--- config.mk ---
export PLATFORM = sky130hd
export DESIGN_NAME = forward_hazard_unit
export DESIGN_NICKNAME = d
export VERILOG_FILES = /design/src/rtl/riscv_pkg.sv /design/src/rtl/hazard_stage_reg.sv /design/src/rtl/forward_hazard_unit.sv
export SDC_FILE = /design/constraint.sdc
export NUM_CORES = 1
export LEC_CHECK = 0
export CORE_ASPECT_RATIO = 1.1
export CORE_MARGIN = 8
export CORE_UTILIZATION = 41
export DETAILED_ROUTE_END_ITERATION = 16
export GPL_TIMING_DRIVEN = 0
export HOLD_SLACK_MARGIN = 0.02
export PLACE_DENSITY_LB_ADDON = 0.15
export SETUP_SLACK_MARGIN = 0.02
export SYNTH_ARGS = -nofsm -noshare
export SYNTH_HDL_FRONTEND = slang
export SYNTH_HIERARCHICAL = 1
export SYNTH_SLANG_ARGS = --single-unit
--- constraint.sdc ---
create_clock -name clk -period 1.8 [get_ports clk]
set_input_delay 0.27 -clock clk [delete_from_list [all_inputs] [get_ports clk]]
set_output_delay 0.27 -clock clk [all_outputs]
set_load 0.1 [all_outputs]
--- src/rtl/riscv_pkg.sv ---
// Shared pipeline types: register addresses, forwarding selects, shadow-stage payloads.
package riscv_pkg;

  localparam int unsigned REG_AW = 5;

  typedef logic [REG_AW-1:0] reg_addr_t;

  typedef enum logic [1:0] {
    FWD_RF  = 2'b00,
    FWD_WB  = 2'b01,
    FWD_MEM = 2'b10
  } fwd_sel_t;

  typedef struct packed {
    reg_addr_t rd;
    logic      regwrite;
    logic      is_load;
  } stage_ctl_t;

  // One shadow pipeline entry; only stage E makes use of the source fields.
  typedef struct packed {
    reg_addr_t  rs1;
    reg_addr_t  rs2;
    stage_ctl_t ctl;
  } shadow_t;

  localparam shadow_t BUBBLE = '0;

  // Operand select: the younger producer (MEM) wins over WB, x0 is never forwarded.
  function automatic fwd_sel_t fwd_select(reg_addr_t rs, stage_ctl_t m, stage_ctl_t w);
    if ((rs != '0) && m.regwrite && (m.rd == rs)) begin
      return FWD_MEM;
    end
    if ((rs != '0) && w.regwrite && (w.rd == rs)) begin
      return FWD_WB;
    end
    return FWD_RF;
  endfunction

endpackage

--- src/rtl/hazard_stage_reg.sv ---
// One shadow pipeline stage: hold has priority over flush, flush loads a bubble.
module hazard_stage_reg
  import riscv_pkg::*;
(
  input  logic    clk,
  input  logic    reset,
  input  logic    hold,
  input  logic    flush,
  input  shadow_t d,
  output shadow_t q
);

  // Stage register; reset drops the in-flight entry immediately.
  always_ff @(posedge clk or posedge reset) begin
    if (reset) begin
      q <= BUBBLE;
    end else if (!hold) begin
      q <= flush ? BUBBLE : d;
    end
  end

endmodule

--- src/rtl/forward_hazard_unit.sv ---
// Forwarding selects and stall/flush control for the 5-stage pipeline, with a
// private shadow copy of the E/M/W destination info and a stall-cycle counter.
module forward_hazard_unit
  import riscv_pkg::*;
#(
  parameter int unsigned CNT_W = 16
) (
  input  logic              clk,
  input  logic              reset,
  input  logic [REG_AW-1:0] rs1_d,
  input  logic [REG_AW-1:0] rs2_d,
  input  logic [REG_AW-1:0] rd_d,
  input  logic              regwrite_d,
  input  logic              is_load_d,
  input  logic              pcsrc_e,
  input  logic              mem_wait,
  output logic [1:0]        forward_a_e,
  output logic [1:0]        forward_b_e,
  output logic              stall_f,
  output logic              stall_d,
  output logic              flush_d,
  output logic              flush_e,
  output logic [CNT_W-1:0]  stall_cnt
);

  shadow_t id_s;
  shadow_t e_q;
  shadow_t m_d;
  shadow_t m_q;
  shadow_t w_q;
  logic    lwstall;
  logic    unused_w;

  assign id_s = '{rs1: rs1_d, rs2: rs2_d,
                  ctl: '{rd: rd_d, regwrite: regwrite_d, is_load: is_load_d}};

  // M and W only need the destination and write enable.
  assign m_d = '{rs1: '0, rs2: '0,
                 ctl: '{rd: e_q.ctl.rd, regwrite: e_q.ctl.regwrite, is_load: 1'b0}};

  assign unused_w = ^{w_q.rs1, w_q.rs2, w_q.ctl.is_load};

  hazard_stage_reg u_stage_e (
    .clk   (clk),
    .reset (reset),
    .hold  (mem_wait),
    .flush (flush_e),
    .d     (id_s),
    .q     (e_q)
  );

  hazard_stage_reg u_stage_m (
    .clk   (clk),
    .reset (reset),
    .hold  (mem_wait),
    .flush (1'b0),
    .d     (m_d),
    .q     (m_q)
  );

  hazard_stage_reg u_stage_w (
    .clk   (clk),
    .reset (reset),
    .hold  (mem_wait),
    .flush (1'b0),
    .d     (m_q),
    .q     (w_q)
  );

  assign forward_a_e = 2'(fwd_select(e_q.rs1, m_q.ctl, w_q.ctl));
  assign forward_b_e = 2'(fwd_select(e_q.rs2, m_q.ctl, w_q.ctl));

  // Load-use detection and stall/flush equations; all forced low during reset.
  always_comb begin
    lwstall = 1'b0;
    stall_f = 1'b0;
    stall_d = 1'b0;
    flush_d = 1'b0;
    flush_e = 1'b0;
    lwstall = e_q.ctl.is_load && (e_q.ctl.rd != '0) &&
              ((rs1_d == e_q.ctl.rd) || (rs2_d == e_q.ctl.rd));
    if (!reset) begin
      stall_f = lwstall | mem_wait;
      stall_d = lwstall | mem_wait;
      flush_d = pcsrc_e & ~mem_wait;
      flush_e = (lwstall | pcsrc_e) & ~mem_wait;
    end
  end

  // Saturating count of cycles in which the fetch stage is held.
  always_ff @(posedge clk or posedge reset) begin
    if (reset) begin
      stall_cnt <= '0;
    end else if (stall_f && (stall_cnt != {CNT_W{1'b1}})) begin
      stall_cnt <= stall_cnt + CNT_W'(1);
    end
  end

endmodule
After elaboration in Yosys (flattened, before gate mapping)

Cells that the tools add are included.

Register bits after elaboration: 45
Input bits: 21
Logic and storage cells: 56

Add/sub/neg operators: 1
Equal/unequal tests: 7
Mux-type cells: 18
Bitwise logic cells: 5
Reduce and logical (&&, ||, !) cells: 15

Operator list:

| operator              | number |
|---|---|
| $eq 5x5->1            | 6 |
| $mux 17               | 1 |
| $add 16x1->16 const B | 1 |
| $mux 2                | 8 |
| $ne 16x16->1 const B  | 1 |
| $reduce_bool 5->1     | 3 |
| $logic_and 1x1->1     | 11 |
| $mux 1                | 9 |
| $and 1x1->1           | 2 |
| $or 1x1->1            | 2 |
| $logic_or 1x1->1      | 1 |
| $not 1->1             | 1 |

Logic depth before layout (Yosys ltp)

Gate-level depths: netlist of run 1.

Word-level depth: 7
Mapped depth: 8
Mapped depth without buffers: 7

By module

The synthesis of run 1 kept the hierarchy.

By module, submodules not included:

| module              | instances | cells each | area each (um2) | sequential area each (um2) |
|---|---|---|---|---|
| hazard_stage_reg    | 3         | 41         | 631.9           | 425.4 |
| forward_hazard_unit | 1         | 147        | 1320.0          | 400.4 |

Worst setup path before layout of run 1

Ideal clock, no wire load.

Path type: reg2out
Start: reg u_stage_e/q[14] (netlist bit)
End: out forward_a_e[0]
Arrival: 5.539 ns
Required time: 1.530 ns
Setup slack: -4.009 ns
Stages on the path, launching flop included: 5
Buffers on the path: 0
Path through: dfrtp_1 or4_1 nor2_1 nor4_1 nor4_1

Cells in the longest elaborated chain, start to end: 7
Elaborated cells on any way between the ends: 13

Ends and longest elaborated chain:

| item                            | line                             | text |
|---|---|---|
| start, declared                 | hazard_stage_reg.sv:10           | `output shadow_t q` |
| start signal, assigned          | hazard_stage_reg.sv:18           | `q <= flush ? BUBBLE : d;` |
| $reduce_bool 5->1               | riscv_pkg.sv:31, riscv_pkg.sv:34 |  |
| $logic_and 1x1->1 (2 in series) | riscv_pkg.sv:34                  | `if ((rs != '0) && w.regwrite && (w.rd == rs)) begin` |
| $mux 1 (2 in series)            | riscv_pkg.sv:34                  |  |
| $mux 2                          | riscv_pkg.sv:37                  | `return FWD_RF;` |
| $mux 2 (*)                      | riscv_pkg.sv:34                  |  |
| end, declared                   | forward_hazard_unit.sv:17        | `output logic [1:0] forward_a_e,` |

Mark *: on every way between the ends. The rest lies on a longest branch, timed or not. The select of a mux whose other input is x is not followed.

Worst setup path after layout of run 1

Start: reg u_stage_e/q[8] (netlist bit)
End: out forward_b_e[0]

Cells in the longest elaborated chain, start to end: 7
Elaborated cells on any way between the ends: 13

Ends and longest elaborated chain:

| item                            | line                             | text |
|---|---|---|
| $reduce_bool 5->1               | riscv_pkg.sv:31, riscv_pkg.sv:34 |  |
| $logic_and 1x1->1 (2 in series) | riscv_pkg.sv:34                  |  |
| $mux 1 (2 in series)            | riscv_pkg.sv:34                  |  |
| $mux 2                          | riscv_pkg.sv:37                  |  |
| $mux 2 (*)                      | riscv_pkg.sv:34                  |  |
| end, declared                   | forward_hazard_unit.sv:18        | `output logic [1:0] forward_b_e,` |

Marked as above.

==> metrics.md, run 1 <==
| Metric | Value |
|---|---|
| End of the worst register-to-register path | u_stage_e/q[11] |
| Relative slew margins | 54.3% |
| NumNets Final | 333 |
| Count of standard-cell rows | 29 |
| Worst reg2reg path startpoint | u_stage_e/q[6] |
| # IOs | 45 |
| Transition time at the pin with the least slew margin | 0.685 ns |
| Instance area after placement | 3190 um^2 |
| Die Footprint | 8740 um^2 |
| Vias in the first global route | 2259 |
| Min-delay worst type | input port to asynchronous set/reset pin |
| Startpoint kind of the worst setup timing path | flip-flop |
| Max-cap check violation count | 0 |
| Ys Warns | 6 |
| Vias | 2093 |
| Number of buffers added by the clock tree synthesis step | 5 |
| Slowest cell delay on critical path | 0.55 ns |
| CORE AREA | 5770 um^2 |
| Clock insertion delay at the later pin of the skew report | 0.30 ns |
| Worst path cell trace | or4_4 -> nor2_4 -> nor4_4 -> nor4_4 -> buf_6 |
| Clock transition at the registers of the reported paths | 0.10 ns |
| Avg WL per Cell | 17.9 um |
| Final weighted congestion in routability-driven placement | 0.858 |
| Part of the cycle the worst path needs | 123% |
| Drt drc | 0 |
| Data arrival, critical path | 1.95 ns |
| Dpl hpwl | 4780 um |
| Final hold viol count | 0 |
| Global route overflow | 0 |
| Maximum vdd drop | 0.000873 V |
| Fmax | 0.450 GHz |
| Post-synthesis instance area | 2460 um^2 |
| Pin count of the biggest net entering global routing | 18 |
| Largest fanout on the critical path | 2 |
| DRT antenna net count | 0 |
| Final-report setup violation count | 29 |
| H-Tree Depth | 2 |
| Kind of critical path | flip-flop to output pin |
| Final worst setup slack | -0.420 ns |
| Width of the die | 89.9 um |
| Antenna violations before repair | 0 |
| P per Cell Area | 888 nW/um^2 |
| First-iteration detailed-routing DRC count | 122 |
| CP endpoint kind | output pin |
| Number of sinks on the clock net | 45 |
| Buffer levels on the longest clock path | 2 |
| Length of the first detailed-routing pass in iterations | 4 |
| Root cell of the clock tree | sky130_fd_sc_hd__clkbuf_8 |
| Worst Setup Slack post-DPL | -1.63 ns |
| Failing checks | setup timing |
| Most common cell on crit path | sky130_fd_sc_hd__nor4_4 |
| TritonCTS clock tree | built |
| Final design utilization | 66.6% |
| Mean post-synth cell area | 11.1 um^2 |
| Gate Count Post-Synth | 222 |
| GRT Util Overall | 15.9% |
| Worst hold slack after final layout | 0.296 ns |
| Unrepaired setup endpoints after global routing | yes |
| Per-cell via count in the routed design | 5.38 |
| Crit-path slowest cell | sky130_fd_sc_hd__or4_4 |
| Share of cells above drive strength 1 | 48.4% |
| Diode count | 0 |
| Design area | 3840 um^2 |
| Leak | 1.56 nW |
| Wire length of the first global-routing pass | 11500 um |
| Count of port buffers added during placement | 44 |
| DRT Wirelength | 6960 um |
| Total count of max-transition violations in the final report | 0 |
| Die Height | 97.2 um |
| Effective utilization at floorplan | 42.6% |
| Final critical path time including I/O delays and setup | 2.22 ns |
| Status | complete, but fails checks |
| CP required | 1.53 ns |
| Worst r2r path cells | 9 |
| Worst clock skew | 0.0160 ns |
| Slack of the worst reg-to-reg path | -0.22 ns |
| Relative area change from synthesis to final layout | 56.3% |
worst max-delay path, delay by kind of cell, from the launching register on:
family | cells | cell delay [ns]
simple gates | 4 | 0.96
buf+inv | 1 | 0.26
flops | 1 | 0.42
layer usage:
layer | global-route usage, % | part of all wire [%] | up-vias
met5 | 0 | 0 | -
met4 | 5.13 | 1.2 | 0
met3 | 3.79 | 3.8 | 8
met2 | 26.7 | 51 | 44
met1 | 19.4 | 44 | 1048
li1 | - | - | 993
worst max-delay path by stage:
stage / startpoint / endpoint / cells past startpoint
after floorplan: u_stage_e/q[13] / forward_a_e[0] / 4
after global placement: mem_wait / stall_f / 6
after detailed placement: mem_wait / stall_f / 6
after CTS: u_stage_e/q[8] / forward_b_e[0] / 5
after global routing: u_stage_e/q[8] / forward_b_e[0] / 5
final: u_stage_e/q[8] / forward_b_e[0] / 5
through the flow:
| stage | setup TNS (ns) | total power, W | std cells |
|---|---|---|---|
| 2_1_floorplan | -12.37 | 0.00223 | 223 |
| 3_3_place_gp | -22.10 | 0.00252 | 344 |
| 6_report | -5.91 | 0.00341 | 389 |
| 5_1_grt | -9.25 | 0.00357 | 389 |
| 4_1_cts | -4.81 | 0.00333 | 381 |
| 3_5_place_dp | -22.31 | 0.00254 | 344 |
repair_timing:
| action | in CTS | in global routing |
|---|---|---|
| hold endpoints to repair | 0 | 0 |
| setup endpoints to repair | 56 | 35 |
| gates resized for setup | 137 | 22 |
| gates cloned | 0 | 1 |
| pin swaps | 12 | 12 |
| buffers inserted | 30 | 8 |
| hold buffers | 0 | 0 |
sequential cells by signal, indices dropped and copies added (netlist names):
signal and flops:
u_stage_m/q 6, u_stage_w/q 6, stall_cnt 16, u_stage_e/q 17
report_power, final:
| part | internal (W) | switching (W) | leakage, nW | total [W] |
|---|---|---|---|---|
| combinational | 0.000558 | 0.000875 | 0.966 | 0.00143 |
| clock | 0.000281 | 0.000383 | 0.0447 | 0.000664 |
| sequential | 0.00116 | 0.000156 | 0.546 | 0.00132 |
| total | 0.00200 | 0.00141 | 1.56 | 0.00341 |
layout make-up:
cell class | count | area [um^2]
Inverter | 6 | 26.3
Clock inverter | 3 | 25.0
Buffer | 12 | 135
Multi-Input combinational cell | 160 | 1480
Clock buffer | 5 | 68.8
Timing Repair Buffer | 81 | 828
Fill cell | 428 | 1930
Tap cell | 77 | 96.3
Sequential cell | 45 | 1190
cells in the final DEF (no fill, tap or decap), drive strengths merged, types with 2 or more instances in the layout:
cell and n:
clkinvlp 2, conb 2, buf 55, and3 6, or4 2, and2 2
a21oi 3, nor3 6, and4 3, xnor2 38, nand3 12, nor4 7
nor2 12, a22o 28, clkdlybuf4s15 18, nand2 8, clkdlybuf4s50 17, xor2 5
clkbuf 7, nand4 16, dfrtp 45, inv 6
No activity file was read; power rests on OpenSTA's default activity.
==> run 2, diff against run 1 <==
--- a/config.mk
+++ b/config.mk
@@ -5,9 +5,10 @@
 export SDC_FILE = /design/constraint.sdc
 export NUM_CORES = 1
 export LEC_CHECK = 0
-export CORE_ASPECT_RATIO = 1.1
+export CORE_ASPECT_RATIO = 1.4
 export CORE_MARGIN = 8
 export CORE_UTILIZATION = 41
+export CTS_CLUSTER_DIAMETER = 80
 export DETAILED_ROUTE_END_ITERATION = 16
 export GPL_TIMING_DRIVEN = 0
 export HOLD_SLACK_MARGIN = 0.02
==> run 2 against run 1 <==
  * Clock-buffer cell count increased by 1
  * Critical path depth unchanged
  * Design area decreased by 1.7%
  * Power decreased by 0.93%
  * Setup slack improved by 0.0034 ns
  * Wire length increased by 5.3%
  * The flow still finishes with violations (setup timing)
  * Register-to-register slack about the same
  * Clock power increased by 0.8%
  * Largest cell class unchanged
  * Sequential share of layout area increased by 0.54 points
  * Non-clock buffer count decreased by 3
==> metrics.md, run 2 (synthesized netlist as in run 1, its figures left out) <==
| Metric | Value |
|---|---|
| Status | complete, but fails checks (unchanged) |
| Failing checks | setup timing (unchanged) |
| Total negative slack for setup checks | -5.70 ns (was -5.91 ns) |
| Worst clock skew | 0.0108 ns (was 0.0160 ns) |
| Worst reg2reg path startpoint | u_stage_e/q[6] (unchanged) |
| Buffer levels on the longest clock path | 2 (unchanged) |
| Avg WL per Cell | 19.3 um (was 17.9 um) |
| Power Internal | 0.00200 W (about the same) |
| CP required | 1.53 ns (about the same) |
| Final design utilization | 64.9% (was 66.6%) |
| P per Cell Area | 895 nW/um^2 (was 888 nW/um^2) |
| Drt drc | 0 (unchanged) |
| Pin count of the biggest net entering global routing | 18 (unchanged) |
| Combinational cell fraction of total power | 40.7% (was 42.0%) |
| Wire length of the first global-routing pass | 10900 um (was 11500 um) |
| Die Height | 108 um (was 97.2 um) |
| Number of cells after detailed placement | 337 (was 344) |
| DRT antenna net count | 0 (unchanged) |
| Per-cell via count in the routed design | 5.63 (was 5.38) |
| Width of the die | 81.5 um (was 89.9 um) |
| Number of sinks on the clock net | 45 (unchanged) |
| Power spent charging and discharging nets | 0.00138 W (was 0.00141 W) |
| Leak | 1.56 nW (about the same) |
| Worst path cell trace | or4_4 -> nor2_4 -> nor4_4 -> nor4_4 -> buf_6 (unchanged) |
| Fmax | 0.451 GHz (was 0.450 GHz) |
| Length of the first detailed-routing pass in iterations | 5 (was 4) |
| Antenna violations before repair | 0 (unchanged) |
| Final std cells w/o fill | 379 (was 389) |
| Count of standard-cell rows | 33 (was 29) |
| Crit-path slowest cell | sky130_fd_sc_hd__or4_4 (unchanged) |
| Slowest cell delay on critical path | 0.54 ns (was 0.55 ns) |
| Flop pwr share | 39.5% (was 38.5%) |
| Effective utilization at floorplan | 42.3% (was 42.6%) |
| Share of cells above drive strength 1 | 46.9% (was 48.4%) |
| CORE AREA | 5820 um^2 (was 5770 um^2) |
| CP endpoint kind | output pin (unchanged) |
| Most common cell after layout, fill and taps aside | sky130_fd_sc_hd__xnor2_1 (unchanged) |
| Total count of max-transition violations in the final report | 0 (unchanged) |
| # IOs | 45 (unchanged) |
| Register name with the most flops | u_stage_e/q (unchanged) |
| Largest fanout on the critical path | 2 (unchanged) |
| Data arrival, critical path | 1.95 ns (about the same) |
| Min-delay worst type | input port to asynchronous set/reset pin (unchanged) |
| Number of buffers added by the clock tree synthesis step | 5 (unchanged) |
| Relative area change from synthesis to final layout | 53.6% (was 56.3%) |
| Clock transition at the registers of the reported paths | 0.09 ns (was 0.10 ns) |
| Final critical path time including I/O delays and setup | 2.22 ns (about the same) |
| Diode count | 0 (unchanged) |
| End of the worst register-to-register path | u_stage_e/q[8] (was u_stage_e/q[11]) |
| Part of the cycle the worst path needs | 123% (about the same) |
| Transition time at the pin with the least slew margin | 0.739 ns (was 0.685 ns) |
| Worst r2r path cells | 9 (unchanged) |
| Kind of critical path | flip-flop to output pin (unchanged) |
| Switching portion of total power | 40.8% (was 41.4%) |
| Final weighted congestion in routability-driven placement | 0.809 (was 0.858) |
| Most common cell on crit path | sky130_fd_sc_hd__nor4_4 (unchanged) |
| GRT Util Overall | 16.0% (was 15.9%) |
| Final worst setup slack | -0.417 ns (was -0.420 ns) |
| Area of all sequential standard cells | 1190 um^2 (unchanged) |
| Area of the multi-input gates | 1460 um^2 (was 1480 um^2) |
| Commonest cells after routing, fill and taps aside | 32 x sky130_fd_sc_hd__xnor2_1, 31 x sky130_fd_sc_hd__buf_4, 28 x sky130_fd_sc_hd__a22o_1 (was 32 x sky130_fd_sc_hd__xnor2_1, 30 x sky130_fd_sc_hd__buf_4, 28 x sky130_fd_sc_hd__a22o_1) |
| Global route overflow | 0 (unchanged) |
| Part of the total power dissipated in the clock network | 19.8% (was 19.5%) |
| H-Tree Depth | 2 (unchanged) |
| Startpoint kind of the worst setup timing path | flip-flop (unchanged) |
| DRT Wirelength | 7330 um (was 6960 um) |
| Slack of the worst reg-to-reg path | -0.23 ns (was -0.22 ns) |
| Final-report setup violation count | 24 (was 29) |
| NumNets Final | 330 (was 333) |
| Die Footprint | 8770 um^2 (was 8740 um^2) |
| Top flop regs | u_stage_e/q: 17 flops, stall_cnt: 16 flops (unchanged) |
| Power, Total | 0.00338 W (was 0.00341 W) |
| Count of port buffers added during placement | 44 (unchanged) |
| Relative slew margins | 50.7% (was 54.3%) |
| Maximum vdd drop | 0.00109 V (was 0.000873 V) |
| TritonCTS clock tree | built (unchanged) |
| Dpl hpwl | 4870 um (was 4780 um) |
| First-iteration detailed-routing DRC count | 64 (was 122) |
| Vias | 2132 (was 2093) |
| Fill cell instance count of the final layout | 459 (was 428) |
| Root cell of the clock tree | sky130_fd_sc_hd__clkbuf_8 (unchanged) |
| Largest register FFs | 17 (unchanged) |
| Hold-fix buffer count after cts | 0 (unchanged) |
| Final hold viol count | 0 (unchanged) |
| Vias in the first global route | 2160 (was 2259) |
| Max-cap check violation count | 0 (unchanged) |
| Unrepaired setup endpoints after global routing | yes (unchanged) |
| Clock insertion delay at the later pin of the skew report | 0.30 ns (about the same) |
[run 2: area by class of cell]
| class | instances | share of cell area, % |
|---|---|---|
| buffer | 11 | 3.11 |
| inverter | 6 | 0.696 |
| multi-input combinational | 160 | 38.8 |
| clock inverter | 2 | 0.364 |
| sequential | 45 | 31.4 |
| timing repair buffer | 79 | 21.2 |
| clock buffer | 6 | 2.19 |
| tap | 70 | 2.32 |
[run 2: power groups by stage]
| stage | clock network (W) | registers (W) | logic (W) |
|---|---|---|---|
| floorplan | 0 | 0.00171 | 0.000511 |
| global placement | 0 | 0.00137 | 0.00115 |
| detailed placement | 0 | 0.00137 | 0.00117 |
| CTS | 0.000675 | 0.00134 | 0.00127 |
| global route | 0.000732 | 0.00135 | 0.00144 |
| finish | 0.000669 | 0.00133 | 0.00138 |
[run 2: timing repair]
item,CTS,global route
cloned,0,2
endpoints found under the setup margin,56,34
gates resized for setup,131,25
pin swaps,10,16
setup buffers,22,13
[run 2: worst max path at each step]
stage / startpoint / endpoint / slack (ns) / cells past startpoint
floorplan: u_stage_e/q[13] / forward_a_e[0] / -0.84 / 4
global placement: mem_wait / stall_f / -1.69 / 6
detailed placement: mem_wait / stall_f / -1.69 / 6
CTS: u_stage_e/q[8] / forward_b_e[0] / -0.42 / 5
global route: u_stage_e/q[13] / forward_a_e[0] / -0.48 / 5
finish: u_stage_e/q[8] / forward_b_e[0] / -0.42 / 5
[run 2: through the flow]
| step | worst slack [ns] | area, um^2 | hold WS (ns) |
|---|---|---|---|
| floorplan | -0.836 | 2660 | 0.0610 |
| global placement | -1.69 | 3180 | 0.498 |
| detailed placement | -1.69 | 3180 | 0.497 |
| CTS | -0.417 | 3560 | 0.134 |
| global route | -0.477 | 3780 | 0.156 |
| finish | -0.417 | 3780 | 0.134 |
[run 2: worst max-delay path, delay by kind of cell, from the launching register on]
kind / cells / cell delay, ns
buffers and inverters: 1 / 0.26
AND/OR/NAND/NOR: 4 / 0.95
flip-flops: 1 / 0.42
[run 2: metal layers]
metal,GRT usage (%),up-vias,routed length [um]
met4,6.79,0,263
met3,3.43,26,354
met2,29.4,80,4000
li1,-,984,-
met1,16.7,1042,2710
met5,0,-,0
==> run 3, diff against run 2 <==
--- a/config.mk
+++ b/config.mk
@@ -14,6 +14,7 @@
 export HOLD_SLACK_MARGIN = 0.02
 export PLACE_DENSITY_LB_ADDON = 0.15
 export SETUP_SLACK_MARGIN = 0.02
+export SLEW_MARGIN = 15
 export SYNTH_ARGS = -nofsm -noshare
 export SYNTH_HDL_FRONTEND = slang
 export SYNTH_HIERARCHICAL = 1
==> results of run 3 <==
Same layout as run 2: the final DEF is identical, and so are final timing and power.
